File: config.mk
export PLATFORM = sky130hd
export DESIGN_NAME = mem_access_ctrl
export DESIGN_NICKNAME = d
export VERILOG_FILES = /design/src/rtl/mem_access_ctrl.sv
export SDC_FILE = /design/constraint.sdc
export NUM_CORES = 1
export LEC_CHECK = 0
export ABC_AREA = 1
export CAP_MARGIN = 15
export CORE_MARGIN = 1.5
export CORE_UTILIZATION = 40
export DETAILED_ROUTE_END_ITERATION = 10
export PLACE_DENSITY = 0.7
export SYNTH_ARGS = -nofsm -noshare
export SYNTH_HDL_FRONTEND = slang
export SYNTH_SLANG_ARGS = --single-unit
export TNS_END_PERCENT = 5
File: constraint.sdc
create_clock -name clk -period 3.21 [get_ports clk]
set_input_delay 0.321 -clock clk [delete_from_list [all_inputs] [get_ports clk]]
set_output_delay 0.321 -clock clk [all_outputs]
set_load 0.02 [all_outputs]
File: src/rtl/mem_access_ctrl.sv
// Load/store access controller between an RV32I core and a word-wide memory bus.
// It accepts one request at a time, rejects illegal funct3 codes and misaligned
// addresses without touching the bus, and otherwise issues one word-aligned bus
// access with byte strobes and lane-replicated store data. A missing mem_ack
// ends in a bus timeout. Every request ends with a one-cycle response pulse.
//
// Ports:
//   clk, reset                 clock, synchronous active-high reset
//   req_valid/req_ready        request handshake (ready only while idle)
//   req_we, req_funct          store flag, RV32I funct3
//   req_addr, req_wdata        byte address, right-aligned store data
//   mem_req/mem_ack            bus request (held until ack) / one-cycle completion
//   mem_we, mem_addr           bus write enable, word-aligned address
//   mem_wstrb, mem_wdata       byte enables, lane-replicated store data
//   mem_rdata                  raw read word, valid with mem_ack
//   rsp_valid                  one-cycle response pulse
//   rsp_rdata                  raw read word for the load extender
//   rsp_offset, rsp_funct      address offset and funct3 for the load extender
//   rsp_err, rsp_cause         failure flag; 01 misaligned, 10 illegal, 11 timeout
module mem_access_ctrl #(
  parameter int unsigned TIMEOUT = 15
) (
  input  logic        clk,
  input  logic        reset,
  input  logic        req_valid,
  output logic        req_ready,
  input  logic        req_we,
  input  logic [2:0]  req_funct,
  input  logic [31:0] req_addr,
  input  logic [31:0] req_wdata,
  output logic        mem_req,
  output logic        mem_we,
  output logic [31:0] mem_addr,
  output logic [3:0]  mem_wstrb,
  output logic [31:0] mem_wdata,
  input  logic        mem_ack,
  input  logic [31:0] mem_rdata,
  output logic        rsp_valid,
  output logic [31:0] rsp_rdata,
  output logic [1:0]  rsp_offset,
  output logic [2:0]  rsp_funct,
  output logic        rsp_err,
  output logic [1:0]  rsp_cause
);

  localparam int unsigned CNT_W = 8;
  localparam logic [CNT_W-1:0] TIMEOUT_CNT = CNT_W'(TIMEOUT);

  localparam logic [1:0] CAUSE_NONE     = 2'b00;
  localparam logic [1:0] CAUSE_MISALIGN = 2'b01;
  localparam logic [1:0] CAUSE_ILLEGAL  = 2'b10;
  localparam logic [1:0] CAUSE_TIMEOUT  = 2'b11;

  typedef enum logic [1:0] {
    IDLE  = 2'd0,
    CHECK = 2'd1,
    BUS   = 2'd2,
    RESP  = 2'd3
  } state_t;

  state_t            state;
  logic              we_q;
  logic [2:0]        funct_q;
  logic [31:0]       addr_q;
  logic [31:0]       wdata_q;
  logic [CNT_W-1:0]  wait_cnt;
  logic [CNT_W-1:0]  wait_nxt;
  // bus_done marks the single drain cycle after ack/timeout, with mem_req already low
  logic              bus_done;
  logic              bus_timeout;

  logic              illegal;
  logic              misalign;
  logic [3:0]        wstrb_calc;
  logic [31:0]       wdata_calc;

  assign wait_nxt = wait_cnt + CNT_W'(1);

  // Request legality and bus lane formatting from the captured request.
  always_comb begin
    illegal    = 1'b0;
    misalign   = 1'b0;
    wstrb_calc = 4'b0000;
    wdata_calc = wdata_q;
    if (we_q) begin
      illegal = funct_q[2] | (funct_q[1:0] == 2'b11);
    end else begin
      illegal = (funct_q == 3'b011) | (funct_q == 3'b110) | (funct_q == 3'b111);
    end
    misalign = ((funct_q[1:0] == 2'b01) && addr_q[0]) ||
               ((funct_q[1:0] == 2'b10) && (addr_q[1:0] != 2'b00));
    if (we_q) begin
      case (funct_q[1:0])
        2'b00: begin
          wstrb_calc = 4'b0001 << addr_q[1:0];
          wdata_calc = {4{wdata_q[7:0]}};
        end
        2'b01: begin
          wstrb_calc = 4'b0011 << addr_q[1:0];
          wdata_calc = {2{wdata_q[15:0]}};
        end
        default: begin
          wstrb_calc = 4'b1111;
          wdata_calc = wdata_q;
        end
      endcase
    end
  end

  // Control FSM with all outputs registered.
  always_ff @(posedge clk) begin
    if (reset) begin
      state       <= IDLE;
      req_ready   <= 1'b1;
      we_q        <= 1'b0;
      funct_q     <= 3'b000;
      addr_q      <= 32'h0;
      wdata_q     <= 32'h0;
      wait_cnt    <= '0;
      bus_done    <= 1'b0;
      bus_timeout <= 1'b0;
      mem_req     <= 1'b0;
      mem_we      <= 1'b0;
      mem_addr    <= 32'h0;
      mem_wstrb   <= 4'b0000;
      mem_wdata   <= 32'h0;
      rsp_valid   <= 1'b0;
      rsp_rdata   <= 32'h0;
      rsp_offset  <= 2'b00;
      rsp_funct   <= 3'b000;
      rsp_err     <= 1'b0;
      rsp_cause   <= CAUSE_NONE;
    end else begin
      rsp_valid <= 1'b0;
      case (state)
        IDLE: begin
          if (req_valid && req_ready) begin
            we_q      <= req_we;
            funct_q   <= req_funct;
            addr_q    <= req_addr;
            wdata_q   <= req_wdata;
            req_ready <= 1'b0;
            state     <= CHECK;
          end
        end

        CHECK: begin
          if (illegal || misalign) begin
            // Rejected requests respond immediately and never reach the bus
            state      <= RESP;
            rsp_valid  <= 1'b1;
            rsp_err    <= 1'b1;
            rsp_cause  <= illegal ? CAUSE_ILLEGAL : CAUSE_MISALIGN;
            rsp_offset <= addr_q[1:0];
            rsp_funct  <= funct_q;
          end else begin
            state       <= BUS;
            mem_req     <= 1'b1;
            mem_we      <= we_q;
            mem_addr    <= {addr_q[31:2], 2'b00};
            mem_wstrb   <= wstrb_calc;
            mem_wdata   <= wdata_calc;
            wait_cnt    <= '0;
            bus_done    <= 1'b0;
            bus_timeout <= 1'b0;
          end
        end

        BUS: begin
          if (bus_done) begin
            state      <= RESP;
            rsp_valid  <= 1'b1;
            rsp_err    <= bus_timeout;
            rsp_cause  <= bus_timeout ? CAUSE_TIMEOUT : CAUSE_NONE;
            rsp_offset <= addr_q[1:0];
            rsp_funct  <= funct_q;
            mem_we     <= 1'b0;
            mem_wstrb  <= 4'b0000;
          end else if (mem_ack) begin
            // Ack wins over a simultaneous timeout
            if (!we_q) begin
              rsp_rdata <= mem_rdata;
            end
            mem_req  <= 1'b0;
            bus_done <= 1'b1;
          end else if (wait_nxt == TIMEOUT_CNT) begin
            wait_cnt    <= wait_nxt;
            mem_req     <= 1'b0;
            bus_done    <= 1'b1;
            bus_timeout <= 1'b1;
          end else begin
            wait_cnt <= wait_nxt;
          end
        end

        RESP: begin
          state     <= IDLE;
          req_ready <= 1'b1;
        end

        default: begin
          state     <= IDLE;
          req_ready <= 1'b1;
        end
      endcase
    end
  end

endmodule

==> results.md, run 1 <==
Run status:
- The flow ran to the end, and the final reports show no timing, DRC or antenna violations.

Place:
- The area after detailed placement is 9424 µm².
- The count of buffers added on input and output ports is 213.
- Timing analysis after detailed placement gives a worst setup slack of 0.8445 ns.
- The HPWL after detailed placement is 13.45 mm.
- The final weighted congestion in routability-driven placement is 0.7822.

Timing:
- In the finished design, the share of the clock period the worst path needs comes to ~75%.
- The final critical-path required period is approximately 2.4 ns.
- The final count of pins violating max slew is 0.
- The fmax is approximately 0.42 GHz.
- Setup repair after global routing left no endpoint under its margin.
- The final setup violation count is 0.
- The worst-case clock skew is approximately 0.012 ns.
- Once routing completed, OpenROAD measured the worst setup slack at 0.8144 ns.
- For the final routed database, the setup TNS stands at 0 ns.
- The slew at the pin with the worst max-slew slack is between 0.9 and 1 ns.
- The number of hold-slack violations in the final timing report is 0.
- The worst relative slew slack is about two fifths.

Global routing:
- The number of antenna violations at the first check in global routing is 2.
- Entering global routing, the biggest net connects between 60 and 70 pins.
- The aggregate global-route resource usage is roughly a fifth.
- The remaining global-route overflow is 0.
- The first global-routing pass estimated around 31 mm of wire.
- The via count of the first global-routing pass is 6216.

Setup path:
- The worst setup path is of the reg -> reg kind.
- STA classifies the critical path endpoint as a register.
- The highest net fanout along the worst path is 43.
- STA classifies the critical path startpoint as a register.
- The signal arrival time at the worst endpoint is approximately 2.7 ns.
- STA puts the critical path data required time at approximately 3.5 ns.

Die:
- The overall die area is ~19000 µm².
- The effective utilization at floorplan is about 40%.
- The number of I/O pins is roughly 220.
- The chip height is between 100 and 150 µm.
- The number of rows created at floorplan is 48.
- The core region is approximately 17000 µm².
- The die is about 140 µm wide.

Clock tree:
- The clock sink total is 190.
- Hold repair after CTS inserted 0 buffers.
- The later pin in the worst-skew pair is clocked with a latency of between 0.4 and 0.5 ns.
- The maximum clock insertion buffer count is 2.
- CTS built an H-tree with a depth of 4.
- The post-cts resize count is 0.
- The cell at the root of the clock tree is clkbuf_16.
- The clock tree from TritonCTS is built.
- The clock transition time at the flip-flop clock pins of the worst setup and hold paths is ~0.080 ns.
- The number of buffers added for setup after CTS is 0.
- Counting the buffers created by CTS gives 17.

Detailed routing:
- The first TritonRoute pass finished after 5 iterations.
- The wire length per cell is about 15 µm.
- In this run, the number of DRC markers left after iteration 0 of detailed routing was between 300 and 400.
- The wire length after detailed routing is ~20 mm.
- The count of nets left with antenna violations once routing finished came out at 0.
- The number of remaining DRC errors is 0.
- For this block, the via count after detailed routing is 6701.
- The average vias per placed instance is a little under 5.

Finish:
- The share of cells above drive strength 1 is 5.249%.
- The area of all placed cells without fillers is approximately 10000 µm².
- In the layout the commonest cells are clkdlybuf4s50_1 (213), nor2_1 (207), dfxtp_1 (190).
- The growth of design area from synthesis to finish is 39.78%.
- The most common library cell in the layout ignoring fill and taps is clkdlybuf4s50_1.
- The total of fill cells in the finished design is ~1600.
- The final antenna diode count is 0.
- The number of nets in the layout is ~1200.

Yosys:
- During synthesis, Yosys emitted a total of 0 warnings.
- Sequential cells were found to cover around 53% of the synthesized design area.
- The instance count of the mapped netlist is about 930.
- The synthesized design contains 0 enable-type register cells.
- The post-synth design cell area is approximately 7200 µm².
- The async set or reset register ratio after synthesis is 0%.
- The average cell area after synthesis is a little under 8 µm².
- The synthesized design contains 190 register bits.
- The synthesized netlist contains 30 unique library cells.
- The most frequently used flop master after synthesis is dfxtp_1.

Pwr:
- Total power for the finished layout comes to about 9 mW.
- IR analysis of the VDD net gives a maximum drop of 0.5185 mV.
- The areal power density over the cells is ~910 nW/µm².
- The leakage power is 3.911 nW.

Min path:
- The min-delay analysis places its worst path in the category reg -> reg.

Job:
- The number of maximum-capacitance violations is 0.
[state kept, by name, summed over array words and instances, names as in the netlist, 2 cells and up]
name	count
addr_q	32
mem_wdata	32
rsp_rdata	32
wdata_q	32
mem_addr	30
wait_cnt	8
mem_wstrb	4
funct_q	3
rsp_funct	3
rsp_cause	2
rsp_offset	2
state	2
[kinds of logic after synthesis]
logic type	share of synthesized area (%)
other cells	0.05234
simple gates	18.25
flops	53.09
buf+inv	6.898
compound gates	20.66
fa+ha+maj	1.048
[cell usage after synthesis, types with 2 or more instances]
library cell	n	share of area, %
inv_2	5	0.26
buf_2	7	0.49
nor2_2	2	0.17
a21oi_1	71	5.0
a31oi_1	24	2.1
buf_6	3	0.47
ha_1	6	1.0
o21ai_0	158	11
o21ai_1	22	1.5
buf_4	6	0.63
inv_1	52	2.7
nand2_1	96	5.0
nor2_1	207	11
nor3_2	3	0.42
clkbuf_1	41	2.1
dfxtp_1	190	53
o22ai_1	8	0.70
nand3_1	13	0.91
[final timing paths]
| kind | startpoint | endpoint | slack (ns) | depth (start not counted) |
|---|---|---|---|---|
| max reg2reg | we_q | mem_wdata[22] | 0.81 | 6 |
| max | we_q | mem_wdata[22] | 0.81 | 6 |
| min | addr_q[24] | addr_q[24] | 0.46 | 2 |
| min reg2reg | addr_q[24] | addr_q[24] | 0.46 | 2 |
[per-layer routing]
layer | GRT usage (%) | routed length [µm]
met1 | 27.36 | 8638
met2 | 34.20 | 9090
met3 | 8.148 | 1740
met4 | 4.269 | 158
met5 | 0 | 25
[where the power goes]
part,switching (mW),internal [mW]
Clock,1.05,1.06
Combinational,2.12,1.40
Sequential,0.401,3.06
Total,3.57,5.52
[worst max-delay path, stage by stage (launching register included)]
cell and delay [ns]:
dfxtp_1 0.69, o21ai_4 0.12, nand4_4 0.28, clkinv_2 0.54, buf_12 0.37, o21ai_1 0.15, a31oi_1 0.06
[cell type report]
class	instances	area [µm²]	share of cell area (%)
tap	225	281.5	2.811
clock buffer	17	425.4	4.248
inverter	58	222.7	2.224
multi-input combinational	620	2877	28.72
clock inverter	15	165.2	1.649
timing repair buffer	224	2240	22.36
sequential	190	3804	37.98
[per-stage QoR]
stage          hold WS (ns)  std cells  util [%]
4_1_cts              0.4552       1349     57.50
3_3_place_gp         0.4337       1317     54.11
2_1_floorplan        0.3901        927         -
5_1_grt              0.4625       1349     57.50
3_5_place_dp         0.4434       1317     54.11
6_report             0.4552       1349     57.50
Note: power is estimated with default switching activity, not from simulation.
==> inputs of run 2 (changes only) <==
==> constraint.sdc (replaced) <==
create_clock -name clk -period 2.38 [get_ports clk]
set_input_delay 0.238 -clock clk [delete_from_list [all_inputs] [get_ports clk]]
set_output_delay 0.238 -clock clk [all_outputs]
set_load 0.02 [all_outputs]
==> run 2 against run 1 <==
Against the previous run: cell count rose by 0.22%; via count is 0.40% higher; register-to-register slack lost 0.36 ns; combinational power grew 37%; sequential share of layout area decreased by 0.31 points; die area did not move; first-iteration DRC count up 28%; sequential power up 35%; flip-flop and latch count stayed put.
==> results.md, run 2 (same netlist as run 1, synthesis figures left out) <==
Pwr:
- The switching part of the total is between 30% and 40%.
- The clock network accounts for between 20% and 30% of the total power.
- The worst voltage drop across the vdd grid is roughly 0.61 mV.
- Registers are responsible for between 30% and 40% of the overall power.
- Of the total power, combinational logic draws 38.7%.
- Summed over all nets, the switching power comes to 4.804 mW.
- For this design the ratio of total power to cell area is between 1000 and 1500 nW/µm².
- Internal power comes to around 7.7 mW.
- The leakage power is slightly below 4 nW.

Timing:
- The final critical-path required period is a little under 2 ns.
- The final setup violation count is 0.
- The worst path uses 80.93% of the clock period.
- Timing would allow up to approximately 0.52 GHz.
- In the final timing run, aggregate negative setup slack is 0 ns.
- At the pin with the least slew margin, the transition time is 0.7726 ns.
- The final worst slack is 0.4540 ns.
- Setup repair after global routing left no endpoint under its margin.
- The final count of pins violating max slew is 0.
- The worst pin sits at a relative slew slack of 48.44%.
- The number of hold-slack violations in the final timing report is 0.
- The clock arrives with between 0.01 and 0.015 ns of skew.

Setup path:
- The highest net fanout along the worst path is 51.
- For the worst flop-to-flop path, the logic depth is 8.
- The endpoint identified for the worst register-to-register timing path is wdata_q[7].
- Data on the critical path is required at its endpoint by around 2.7 ns.
- The kind of end point of the critical path is a register.
- In this run the critical register-to-register path is launched from state[1].
- STA classifies the critical path startpoint as a register.
- The signal arrival time at the worst endpoint is ~2.2 ns.
- Across all register-to-register paths, the minimum setup slack is between 0.4 and 0.5 ns.
- The critical path in this run is classified as reg -> reg.

Clock tree:
- The post-cts resize count is 0.
- Buffers inserted to repair hold after CTS numbered 0.
- Buffers added to address setup during post-CTS repair amount to 0.
- Clock latency on the worst-skew pair, taken at its later pin, is ~0.43 ns.
- In this run the clock root is driven by a clkbuf_16.
- The clock tree from TritonCTS is built.
- The maximum clock insertion buffer count is 2.
- Clock tree synthesis inserted a total of 17 buffers.
- The clock net in this run drives a total of 190 sinks.
- Clock-pin slew was measured on the worst setup and hold paths at ~0.070 ns.
- The H-tree was split into 4 levels.

Min path:
- The worst hold path was traced through 3 stages.
- The worst hold path begins at mem_rdata[10].
- The path with the worst hold slack has its endpoint at rsp_rdata[10].
- The worst hold-check path type is in -> reg.

Finish:
- The final antenna diode count is 0.
- The growth of design area from synthesis to finish is 40.94%.
- The share of cells above drive strength 1 is approximately 5.5%.
- In the layout the commonest cells are clkdlybuf4s50_1 (213), nor2_1 (207), dfxtp_1 (190).
- At the end of the flow, the number of nets in the layout was 1224.
- The most common library cell in the layout ignoring fill and taps is clkdlybuf4s50_1.
- After the flow finishes, the layout carries non-filler instances totaling about 1400.

Die:
- The effective utilization at floorplan is between 40% and 50%.
- The chip height is 136.8 µm.
- The total area inside the core boundary comes to 17420 µm².
- During I/O placement, the number of pins put on the boundary was 216.
- The floorplan step defined a die boundary enclosing about 19000 µm².
- The floorplan step set the die width to 136.8 µm.
- The number of rows created at floorplan is 48.

Place:
- The pre-CTS setup slack is 0.4563 ns.
- The HPWL after detailed placement is roughly 14 mm.
- The final weighted congestion in routability-driven placement is 0.7870.
- The count of buffers inserted at the top-level ports is 213.
- The cell count after placement is around 1300.

Detailed routing:
- The number of remaining DRC errors is 0.
- In this run, the number of DRC markers left after iteration 0 of detailed routing was 459.
- The wire length after detailed routing is between 20 and 25 mm.
- The total iterations of the first detailed-routing run is 5.
- The final route contains 6728 vias.
- The remaining antenna violation count after routing is 0.
- Dividing the detail-routed wire length by the instance count gives 15.05 µm.
- Using the TritonRoute via totals, the vias-per-cell ratio works out to between 4 and 5.

Global routing:
- The remaining global-route overflow is 0.
- The via count of the first global-routing pass is ~6300.
- The number of antenna violations at the first check in global routing is 0.
- The pin count of the biggest net entering global routing is a little under 80.
- The first global-routing pass estimated 31.97 mm of wire.
- In the global route stage, overall resource usage came out at between 20 and 25%.

Run status:
- The run finished with clean final reports.

Job:
- The number of maximum-capacitance violations is 0.
==> run 2: per-stage QoR <==
stage          power (mW)  hold WS [ns]  util, %  area [µm²]
2_1_floorplan       7.537        0.3071        -        7168
3_3_place_gp        9.444        0.4383    54.45        9484
3_5_place_dp        9.534        0.4396    54.45        9484
4_1_cts             12.56        0.3709    57.97       10100
5_1_grt             13.25        0.3853    57.97       10100
6_report            12.47        0.3844    57.97       10100
==> run 2: final cells by class <==
type,count,area [µm²]
clock buffers,17,425.4
flip-flops and latches,190,3804
fillers,1608,7320
inverters,58,222.7
well taps,225,281.5
clock inverters,15,187.7
multi-input cells,620,2877
repair buffers,227,2300
==> run 2: routing by layer <==
metal  vias to the layer above  routed length [µm]  GRT usage [%]
li1                       3412                   -              -
met1                      3074                8786          27.89
met2                       218                9451          34.79
met3                        24                1803          7.741
met4                         0                 300          6.550
met5                         -                   0              0
==> run 2: how the worst max path moves through the flow <==
stage	from	to	slack, ns	depth (start not counted)
3_3_place_gp	state[0]	rsp_rdata[14]	0.45	8
3_5_place_dp	state[0]	rsp_rdata[14]	0.46	8
6_report	state[1]	wdata_q[7]	0.45	8
4_1_cts	state[1]	wdata_q[7]	0.44	8
5_1_grt	state[0]	rsp_funct[2]	0.21	9
2_1_floorplan	state[0]	addr_q[0]	0.81	8
==> run 2: critical path: stages, from the launching register on <==
cell and delay [ns]:
dfxtp_1 0.33, inv_1 0.11, ha_1 0.20, inv_1 0.10
nor3_4 0.19, clkinv_2 0.32, buf_12 0.31, o21ai_0 0.18
a21oi_1 0.06
==> run 2: power by group through the flow <==
stage	combinational [mW]	sequential [mW]	clock (mW)
floorplan	2.28	5.26	0
global placement	4.74	4.71	0
detailed placement	4.81	4.72	0
CTS	4.85	4.66	3.04
global route	5.32	4.77	3.16
finish	4.82	4.66	2.98
==> inputs of run 3 (changes only) <==
--- a/config.mk
+++ b/config.mk
@@ -10,7 +10,7 @@
 export CORE_MARGIN = 1.5
 export CORE_UTILIZATION = 40
 export DETAILED_ROUTE_END_ITERATION = 10
-export PLACE_DENSITY = 0.7
+export PLACE_DENSITY = 0.73
 export SYNTH_ARGS = -nofsm -noshare
 export SYNTH_HDL_FRONTEND = slang
 export SYNTH_SLANG_ARGS = --single-unit
==> constraint.sdc (replaced) <==
create_clock -name clk -period 1.65 [get_ports clk]
set_input_delay 0.165 -clock clk [delete_from_list [all_inputs] [get_ports clk]]
set_output_delay 0.165 -clock clk [all_outputs]
set_load 0.02 [all_outputs]
==> run 3 against run 2 <==
Against the previous run: clock-buffer cell count unchanged; first-iteration DRC count decreased by 3.1%; sequential share of layout area decreased by 1.3 points; critical endpoint is now mem_wdata[8]; clock power increased by 44%; via count increased by 2.3%.
==> results.md, run 3 (same netlist as run 1, synthesis figures left out) <==
Timing:
- On the final layout, the worst clock skew is roughly 0.023 ns.
- The final count of pins violating max slew is 0.
- The worst path in the final design needs a cycle of around 1.6 ns, including I/O delays and setup.
- The fmax is between 0.6 and 0.7 GHz.
- The final setup violation count is 0.
- Setup repair after global routing could not meet its margin everywhere.
- The worst hold slack is a little over 0.3 ns.
- The number of hold-slack violations in the final timing report is 0.
- The ratio of final minimum period to clock period is 96.66%.

Setup path:
- The worst register-to-register path has a setup slack of around 0.080 ns.
- The element type at the critical path start is a register.
- The required time of the critical path is 1.48 ns.
- The endpoint identified for the worst register-to-register timing path is bus_timeout.
- STA classifies the critical path endpoint as a primary output.
- The startpoint identified for the worst register-to-register timing path is state[0].
- Among cell families on the critical path, the largest total delay comes from buffers and inverters.
- The slowest stage of the critical path belongs to the cell clkdlybuf4s50_1.
- Of all nets on the critical path, the largest fanout is 2.
- The critical path goes through clkdlybuf4s50_1.
- The number of buffer and inverter stages on the critical path is 1.
- The category of the most critical setup path is reg -> out.
- The number of cell instances on the worst register-to-register path is 10.
- For this run, the slowest stage of the critical path takes 0.62 ns.
- The signal arrival time at the worst endpoint is ~1.4 ns.

Die:
- The number of rows created at floorplan is 48.
- The total area inside the core boundary comes to 17420 µm².
- For this configuration, the core starts out at a cell density of about 41%.
- ~220 I/O pins were placed.
- The die is 136.8 µm wide.
- The chip height is between 100 and 150 µm.
- The floorplan step defined a die boundary enclosing ~19000 µm².

Finish:
- The finished layout holds roughly 1400 standard cells, fillers aside.
- The area of all placed cells without fillers is between 10000 and 15000 µm².
- The growth of design area from synthesis to finish is 46.58%.
- The top cell types in the final layout, fill and taps aside, are clkdlybuf4s50_1 (212), nor2_1 (202), dfxtp_1 (182).
- Leaving out fill and tap cells, the most frequent cell in the layout is clkdlybuf4s50_1.
- Once layout is complete, the utilization of the core stands at 60.29%.
- The filler cells instantiated in the layout total 1586.
- In the final layout, the share of cells above drive strength 1 is roughly a tenth.
- The number of nets in the layout is roughly 1200.
- The number of antenna diodes in the final layout is 0.

Place:
- At the end of routability-driven placement, the weighted congestion stood at roughly 0.84.
- The HPWL after detailed placement is between 10 and 15 mm.
- The count of buffers added on input and output ports is 213.
- The area after detailed placement is 9674 µm².
- In this run, placement finished with an instance count of 1339.

Clock tree:
- CTS built an H-tree with a depth of 4.
- The clock transition time at the flip-flop clock pins of the worst setup and hold paths is approximately 0.08 ns.
- The clock tree from TritonCTS is built.
- The tree is rooted in a clkbuf_16.
- Counting every sink on the clock net gives 190.
- The maximum clock insertion buffer count is 2.
- The number of buffers created by CTS is 17.
- The later pin in the worst-skew pair is clocked with a latency of around 0.43 ns.

Global routing:
- Global routing used between 20% and 30% of the available tracks.
- The via count of the first global-routing pass was approximately 6500.
- The global-route wire length before repair is 31.75 mm.
- The remaining global-route overflow is 0.
- The pin count of the biggest net entering global routing is 53.
- The number of antenna violations at the first check in global routing was 0.

Min path:
- The worst hold path passes through 3 cells.
- For hold timing, the worst endpoint is rsp_rdata[19].
- The worst hold path belongs to the class in -> reg.
- The startpoint of the most critical hold path is mem_rdata[19].

Detailed routing:
- After the first detailed-routing iteration, the DRC count stood at about 450.
- The wire length after detailed routing is between 20 and 25 mm.
- The vias after detailed routing is between 6000 and 7000.
- The total iterations of the first detailed-routing run is 5.
- In the final routed layout, each cell accounts on average for between 10 and 15 µm.
- Using the TritonRoute via totals, the vias-per-cell ratio works out to ~5.
- The number of remaining DRC errors is 0.
- The count of nets left with antenna violations once routing finished came out at 0.

Run status:
- The flow ran to the end, and the final reports show no timing, DRC or antenna violations.

Pwr:
- Summing internal, switching and leakage power gives around 19 mW.
- Across the VDD grid, the largest voltage drop is 0.9377 mV.
- For this design the ratio of total power to cell area is approximately 1800 nW/µm².
- The leakage power is between 4 and 5 nW.

Job:
- Max-cap violations in this run came to 0.
## run 3: cell types whose count changed in the layout (fill, tap and decap cells not counted), sizes merged
cell / delta
buf: +21
clkbuf: +1
clkdlybuf4s50: -1
clkinv: +2
clkinvlp: +3
dlymetal6s2s: +1
inv: -4
nor2: +1
## run 3: tightest hold or removal path, stage by stage
cell and delay [ns]:
clkdlybuf4s50_1 0.39, nor2_1 0.10, nor2_1 0.05
## run 3: through the flow
step,worst slack (ns),setup TNS (ns)
after global routing,-0.05478,-0.4502
after detailed placement,-0.001632,-0.001632
after CTS,0.003871,0
final,0.05514,0
after floorplan,0.07960,0
after global placement,0.04358,0
## run 3: cell type report
class / count / area, µm² / area share (%)
repair buffers: 249 / 2574 / 24.51
flip-flops and latches: 190 / 3816 / 36.34
well taps: 225 / 281.5 / 2.681
multi-input cells: 621 / 2972 / 28.30
clock buffers: 17 / 425.4 / 4.051
repair inverters: 1 / 5.005 / 0.04766
clock inverters: 15 / 198.9 / 1.894
inverters: 58 / 229.0 / 2.180
## run 3: worst max-delay path by stage
stage | from | to | slack (ns) | cells past startpoint
after CTS | mem_addr[2] | mem_addr[2] | 0.004 | 1
after global routing | state[1] | wdata_q[3] | -0.05 | 8
after global placement | req_valid | wdata_q[21] | 0.04 | 7
final | mem_wdata[8] | mem_wdata[8] | 0.06 | 1
after floorplan | state[0] | addr_q[0] | 0.08 | 8
after detailed placement | mem_ack | rsp_rdata[12] | -0.002 | 7
## run 3: layer usage
metal | wire length, µm | track usage, % | share of wire (%)
met5 | 0 | 0 | 0
met4 | 422 | 7.251 | 2.1
met3 | 1743 | 7.000 | 8.6
met2 | 9519 | 34.87 | 47
met1 | 8649 | 26.76 | 43
## run 3: power by group
part	switching [mW]	internal [mW]	leakage, nW
logic	4.44	3.28	2.26
clock network	1.97	2.32	0.299
registers	0.764	5.96	1.56
total	7.18	11.6	4.12
## run 3: what timing repair did
action,in CTS,in global routing
setup buffers,0,2
hold buffers,0,0
endpoints found under the setup margin,0,171
endpoints found under the hold margin,0,0
gates resized for setup,0,65
